--- src/rtl/ppc_pkg.sv ---
// Shared types and constants for the pulse period checker.
package ppc_pkg;

    typedef enum logic [1:0] {
        IDLE   = 2'd0,
        ACQ    = 2'd1,
        LOCKED = 2'd2,
        FAULT  = 2'd3
    } ppc_state_t;

    localparam int MISS_W = 8;

    function automatic logic [MISS_W-1:0] sat_inc_miss(input logic [MISS_W-1:0] v);
        return (&v) ? v : v + 1'b1;
    endfunction

endpackage

--- src/rtl/ppc_interval_counter.sv ---
// Saturating interval counter between tick pulses, with decode of the
// measured interval against the tolerance window.
module ppc_interval_counter
    import ppc_pkg::*;
#(
    parameter int PERIOD = 22501,
    parameter int TOL    = 2,
    parameter int CBITS  = 16
) (
    input  logic             clk,
    input  logic             rst,
    input  logic             tick,
    input  logic             clr,
    output logic [CBITS-1:0] m,
    output logic             good,
    output logic             early_hit,
    output logic             late_hit
);

    localparam logic [CBITS-1:0] LO_LIM   = CBITS'(PERIOD - TOL);
    localparam logic [CBITS-1:0] HI_LIM   = CBITS'(PERIOD + TOL);
    localparam logic [CBITS-1:0] LATE_LIM = CBITS'(PERIOD + TOL + 1);

    logic [CBITS-1:0] icnt_q, icnt_d;

    always_comb begin
        icnt_d = (&icnt_q) ? icnt_q : icnt_q + 1'b1;
        if (clr || tick) begin
            icnt_d = '0;
        end
    end

    always_ff @(posedge clk) begin
        if (rst) begin
            icnt_q <= '0;
        end else begin
            icnt_q <= icnt_d;
        end
    end

    // m saturates with icnt so a stalled counter never wraps into the early range.
    assign m = (&icnt_q) ? icnt_q : icnt_q + 1'b1;

    assign good      = tick && (m >= LO_LIM) && (m <= HI_LIM);
    assign early_hit = tick && (m < LO_LIM);
    // Covers both the timeout (no tick) and a tick landing exactly on the limit;
    // fires at most once per interval because m passes this value only once.
    assign late_hit  = (m == LATE_LIM);

endmodule

--- config.mk ---
export PLATFORM = sky130hd
export DESIGN_NAME = ppc_interval_counter
export DESIGN_NICKNAME = d
export VERILOG_FILES = /design/src/rtl/ppc_pkg.sv /design/src/rtl/ppc_interval_counter.sv
export SDC_FILE = /design/constraint.sdc
export NUM_CORES = 1
export LEC_CHECK = 0
export ABC_CLOCK_PERIOD_IN_PS = 2500
export CAP_MARGIN = 0
export CORE_MARGIN = 1.5
export CORE_UTILIZATION = 40
export DETAILED_ROUTE_END_ITERATION = 12
export PLACE_DENSITY = 0.72
export SYNTH_ARGS = -nofsm -noshare
export SYNTH_HDL_FRONTEND = slang
export SYNTH_SLANG_ARGS = --single-unit
--- constraint.sdc ---
create_clock -name clk -period 2.5 [get_ports clk]
set_input_delay 0.375 -clock clk [delete_from_list [all_inputs] [get_ports clk]]
set_output_delay 0.375 -clock clk [all_outputs]
set_load 0.05 [all_outputs]
==> results of run 1 <==
cells by family (layout without fill, tap and decap cells):
logic type               Yosys count  in the layout  synth area share
buffers and inverters             11             88           0.04676
flip-flops                        16             16            0.3070
multiplexers                       1              1          0.009593
AO/OA/AOI/OAI                     11             11           0.08874
XOR/XNOR                          13             13            0.1451
adder cells (fa/ha/maj)            1              1           0.01199
AND/OR/NAND/NOR                   67             67            0.3909
power groups by stage:
stage	Sequential [mW]	Clock [mW]	Combinational [mW]
after global placement	0.261	0	0.0431
after global routing	0.255	0.191	0.0500
after CTS	0.255	0.178	0.0457
after detailed placement	0.261	0	0.0439
final	0.255	0.182	0.0475
after floorplan	0.261	0	0.0227
worst max-delay path: stages (launching register included):
cell	delay (ns)
dfxtp_2	0.37
nand4_1	0.20
or4_4	0.67
mux2i_4	0.24
inv_4	0.06
nand2_1	0.05
and3_4	0.17
or3_4	0.38
a211oi_4	0.29
buf_12	0.17
metal layers:
layer  vias up  global-route usage
li1        573                   -
met1       607              0.3407
met2        56              0.4492
met3        18             0.05278
met4         0             0.07500
met5         -                   0
worst paths after layout:
| path | slack, ns | cells past startpoint | endpoint | start |
|---|---|---|---|---|
| hold / removal | 0.74 | 2 | icnt_q[3] | icnt_q[3] |
| hold reg to reg | 0.74 | 2 | icnt_q[3] | icnt_q[3] |
| setup reg to reg | 0.24 | 10 | icnt_q[9] | icnt_q[7] |
| setup / recovery | -0.78 | 9 | good | icnt_q[7] |
layout make-up:
type,instances,area (um^2)
sequential,16,336.6
multi-input combinational,93,923.4
fill,110,312.8
tap,30,37.54
timing repair buffer,76,795.8
inverter,8,35.03
clock buffer,4,36.28
timing repair:
action | CTS | global route
pin swaps | 10 | 23
endpoints found under the setup margin | 10 | 15
resized for setup | 16 | 34
setup buffers | 2 | 11
cell usage after synthesis (all sizes together) (3+ instances only):
library cell  number
nor2b              5
nor4               4
nor3               6
nor2              15
nand2             10
inv                8
nand3              6
xnor2              5
xor2               8
nand4              5
and3               6
o21ai              3
dfxtp             16
through the flow:
step / setup slack, ns / TNS [ns] / hold WS, ns / util
after floorplan: -0.6864 / -1.816 / 0.5511 / -
after global placement: -0.4655 / -1.127 / 0.6847 / 0.7444
after detailed placement: -0.5168 / -1.293 / 0.6805 / 0.7444
after CTS: -0.7260 / -2.055 / 0.7095 / 0.7879
after global routing: -0.8411 / -3.513 / 0.7475 / 0.8737
final: -0.7826 / -2.886 / 0.7359 / 0.8737
==> results.tsv, run 1 <==
metric	value	unit
Synth area leader	dfxtp_1	
Max-Cap Viols	0	
Final Net Count	203	
Clock Tree Buf Depth	2	
layout cells sized above 1	0.6548	
vias	1254	
die area	2924	um^2
Setup crit end kind	output pin	
die height	54.08	um
pin count of the biggest net entering global routing	17	
Final Power	0.4846	mW
Post-synth ARST share	0	
highest routed layer	met4	
combinational share of power	0.098	
Clock power frac	0.376	
Non-Filler Instances	227	
NetSw	0.1185	mW
Fin. Hold Viols	0	
die span in x	54.08	um
max reg flops	16	
Post-CTS Hold Buffers	0	
Min-Delay Path Class	register to register	
sw frac	0.2445	
global-route wire length before repair	5471	um
worst skew pair latency	0.30	ns
pwr dens	223.9	nW/um^2
clk sinks	16	
peak fanout along the critical path	7	
routed len/inst	18.65	um
Int Power	0.3661	mW
failing checks	setup timing	
gpl congestion	0.8301	
CORE AREA	2477	um^2
Critical Path AT	2.91	ns
metal1 wirelength	1666	um
placed instance count	214	
Syn Nets	125	
Final Skew	0.002393	ns
synthesized instance count	120	
f_max	304.6	MHz
Synth cell types	40	
met2 wire length	2187	um
H-tree depth	1	
# rows	18	
root buffer cell	clkbuf_4	
Synth Area per Inst	8.696	um^2
Biggest register	icnt_q	
sequential area share after synthesis	0.3070	
Yosys reg bits	16	
Initial Util	0.4212	
area grow syn2layout	107.4	%
number of port buffers	22	
initial antenna violation count	0	
drt first-iter violations	45	
status	complete, but fails checks	
Cell Area, Synth	1044	um^2
YS warnings	0	
Leakage	0.9268	nW
TritonCTS Buffers	3	
Largest regs	icnt_q x16	
VDD IR max	296.3	uV
Worst EP required	2.12	ns
Post-DRT Antenna Nets	0	
1st-pass router iterations	4	
post-route minimum period	3.283	ns
Overall Global Routing Usage	0.2653	
Design Area, Final	2165	um^2
Worst slew margin	0.5640	
Worst-Margin Slew	0.6539	ns
HPWL Detailed	2394	um
Routed WL	4233	um
commonest cells after routing, fill and taps aside	buf_4, buf_12, nor2_1	
drt drc	0	
unrepaired setup endpoints after global routing	yes	
Post-synth EDFFs	0	
Synth area leaders	dfxtp_1, nor2_1, xor2_4	
num ports	23	
Synth Flop Type	dfxtp_1	
sequential share of power	0.526	
gr ovfl total	0	
Final Cycle Share	1.313	
commonest non-fill, non-tap cell in the layout	buf_4	
final setup margin	-0.7826	ns
CTS tree	done	
diode count	0	
vias in the first global route	1151	
startpoint class of the critical path	register	
setup violators final	9	
clock slew at reported path FFs	0.10	ns
DR WL met3	220	um
placed inst area	1844	um^2
Yosys top cell area share	0.3070	
drt via density	5.524	
Worst Path Class, Setup	register to output pin	
Max Transition Viols Final	0	
Power figures use the tool's default switching activity.
==> run 2: changes to the inputs <==
--- a/config.mk
+++ b/config.mk
@@ -5,12 +5,12 @@
 export SDC_FILE = /design/constraint.sdc
 export NUM_CORES = 1
 export LEC_CHECK = 0
-export ABC_CLOCK_PERIOD_IN_PS = 2500
+export ABC_CLOCK_PERIOD_IN_PS = 4000
 export CAP_MARGIN = 0
 export CORE_MARGIN = 1.5
 export CORE_UTILIZATION = 40
 export DETAILED_ROUTE_END_ITERATION = 12
-export PLACE_DENSITY = 0.72
+export PLACE_DENSITY = 0.7
 export SYNTH_ARGS = -nofsm -noshare
 export SYNTH_HDL_FRONTEND = slang
 export SYNTH_SLANG_ARGS = --single-unit
==> constraint.sdc (replaced) <==
create_clock -name clk -period 4 [get_ports clk]
set_input_delay 0.6 -clock clk [delete_from_list [all_inputs] [get_ports clk]]
set_output_delay 0.6 -clock clk [all_outputs]
set_load 0.05 [all_outputs]
==> results.tsv, run 2 (synthesis gave the netlist of run 1 again) <==
metric	value	unit
routed len/inst	13.19	um
Max Transition Viols Final	0	
DR WL met3	84	um
metal1 wirelength	1158	um
Int Power	0.2222	mW
crit path from	icnt_q[0]	
Overall Global Routing Usage	0.1799	
max reg flops	16	
Max-Cap Viols	0	
post-route minimum period	3.787	ns
combinational share of power	0.062	
Routed WL	2295	um
gr ovfl total	0	
commonest non-fill, non-tap cell in the layout	clkdlybuf4s50_1	
WHS	0.6223	ns
Worst EP required	3.40	ns
CP endpoint	good	
highest routed layer	met4	
root buffer cell	clkbuf_4	
CORE AREA	2477	um^2
worst skew pair latency	0.28	ns
status	complete, no violations	
peak fanout along the critical path	8	
initial antenna violation count	0	
number of fill cells	251	
Post-DRT Antenna Nets	0	
crit-path max cell delay	0.57	ns
TritonCTS Buffers	3	
Critical Path AT	3.19	ns
f_max	264.1	MHz
Clock Tree Buf Depth	2	
clock slew at reported path FFs	0.10	ns
HPWL Detailed	1710	um
# rows	18	
Setup crit end kind	output pin	
Final TNS setup	0	ns
Final Skew	0.001248	ns
capturing point of the worst reg2reg path	icnt_q[15]	
drt first-iter violations	15	
Post-CTS Hold Buffers	0	
Worst Path Class, Setup	register to output pin	
CTS tree	done	
vias	915	
Reg-to-Reg Start	icnt_q[0]	
commonest cells after routing, fill and taps aside	clkdlybuf4s50_1, dfxtp_1, nor2_1	
pwr dens	212.7	nW/um^2
Initial Util	0.4212	
Fin. Hold Viols	0	
pin count of the biggest net entering global routing	17	
H-tree depth	1	
Worst-Margin Slew	0.5865	ns
global-route wire length before repair	3843	um
die span in x	54.08	um
drt drc	0	
sequential share of power	0.555	
number of port buffers	22	
Worst Reg-to-Reg Cells	7	
CP cell instances	ha_1, nand4_1, or4_1, buf_4, mux2i_1, inv_1, nand2_1, and3_1, or3_1, a211oi_2, buf_12	
Worst slew margin	0.6090	
1st-pass router iterations	4	
Critical-path top delay cell	or4_1	
Min-Delay Path Class	register to register	
Final Net Count	150	
gpl congestion	0.8171	
met2 wire length	1042	um
num ports	23	
vias in the first global route	842	
diode count	0	
unrepaired setup endpoints after global routing	no	
VDD IR max	122.9	uV
clk sinks	16	
area grow syn2layout	30.10	%
NetSw	0.06646	mW
setup violators final	0	
drt via density	5.259	
die height	54.08	um
Largest regs	icnt_q x16	
startpoint class of the critical path	register	
Final Cycle Share	0.9467	
setup slack, reg-to-reg	1.90	ns
sw frac	0.2302	
Biggest register	icnt_q	
Clock power frac	0.383	
Leakage	0.5546	nW
layout cells sized above 1	0.1389	
die area	2924	um^2
-- run 2: changes by cell type in the layout (fill, tap and decap cells not counted), sizes merged --
cell	change
buf	-70
clkdlybuf4s50	+16
dlymetal6s2s	+1
-- run 2: what timing repair did --
item / CTS / global route
endpoints found under the setup margin: 0 / 1
resized for setup: 0 / 1
setup buffers: 0 / 0
-- run 2: worst min-delay path by stage --
stage | start | cells past startpoint | endpoint
3_5_place_dp | icnt_q[1] | 2 | icnt_q[1]
6_report | icnt_q[1] | 2 | icnt_q[1]
3_3_place_gp | icnt_q[1] | 2 | icnt_q[1]
4_1_cts | icnt_q[1] | 2 | icnt_q[1]
5_1_grt | icnt_q[1] | 2 | icnt_q[1]
2_1_floorplan | icnt_q[1] | 2 | icnt_q[1]
-- run 2: final cells by class --
type	count	area, um^2	share of cell area
flip-flops and latches	16	320.3	0.2359
repair buffers	23	250.2	0.1843
multi-input cells	93	683.2	0.5032
inverters	8	30.03	0.02212
well taps	30	37.54	0.02765
clock buffers	4	36.28	0.02673
-- run 2: stage by stage --
stage	std cells	instance area, um^2	setup WS [ns]	utilization	total power, mW
floorplan	120	1052	0.08958	-	0.1750
global placement	170	1319	0.3797	0.5323	0.1816
detailed placement	170	1319	0.3632	0.5323	0.1818
CTS	174	1355	0.01012	0.5470	0.2907
global route	174	1358	0.04879	0.5480	0.2994
finish	174	1358	0.2130	0.5480	0.2887
-- run 2: power groups by stage --
stage | clock network [mW] | logic [mW] | registers [mW]
after CTS | 0.112 | 0.0180 | 0.160
after detailed placement | 0 | 0.0179 | 0.164
after floorplan | 0 | 0.0112 | 0.164
final | 0.111 | 0.0178 | 0.160
after global placement | 0 | 0.0177 | 0.164
after global routing | 0.120 | 0.0192 | 0.160
-- run 2: routing by layer --
metal / vias to the layer above / GRT usage
li1: 468 / -
met1: 430 / 0.2643
met3: 2 / 0.03056
met5: - / 0
met2: 15 / 0.2683
met4: 0 / 0.05000
-- run 2: critical path: cells and delay by family, from the launching register on --
kind / cells / cell delay [ns]
AOI/OAI and AO/OA: 1 / 0.29
adders and majority gates: 1 / 0.24
buffers and inverters: 3 / 0.49
DFF: 1 / 0.40
muxes: 1 / 0.16
and+or+nand+nor: 5 / 1.32
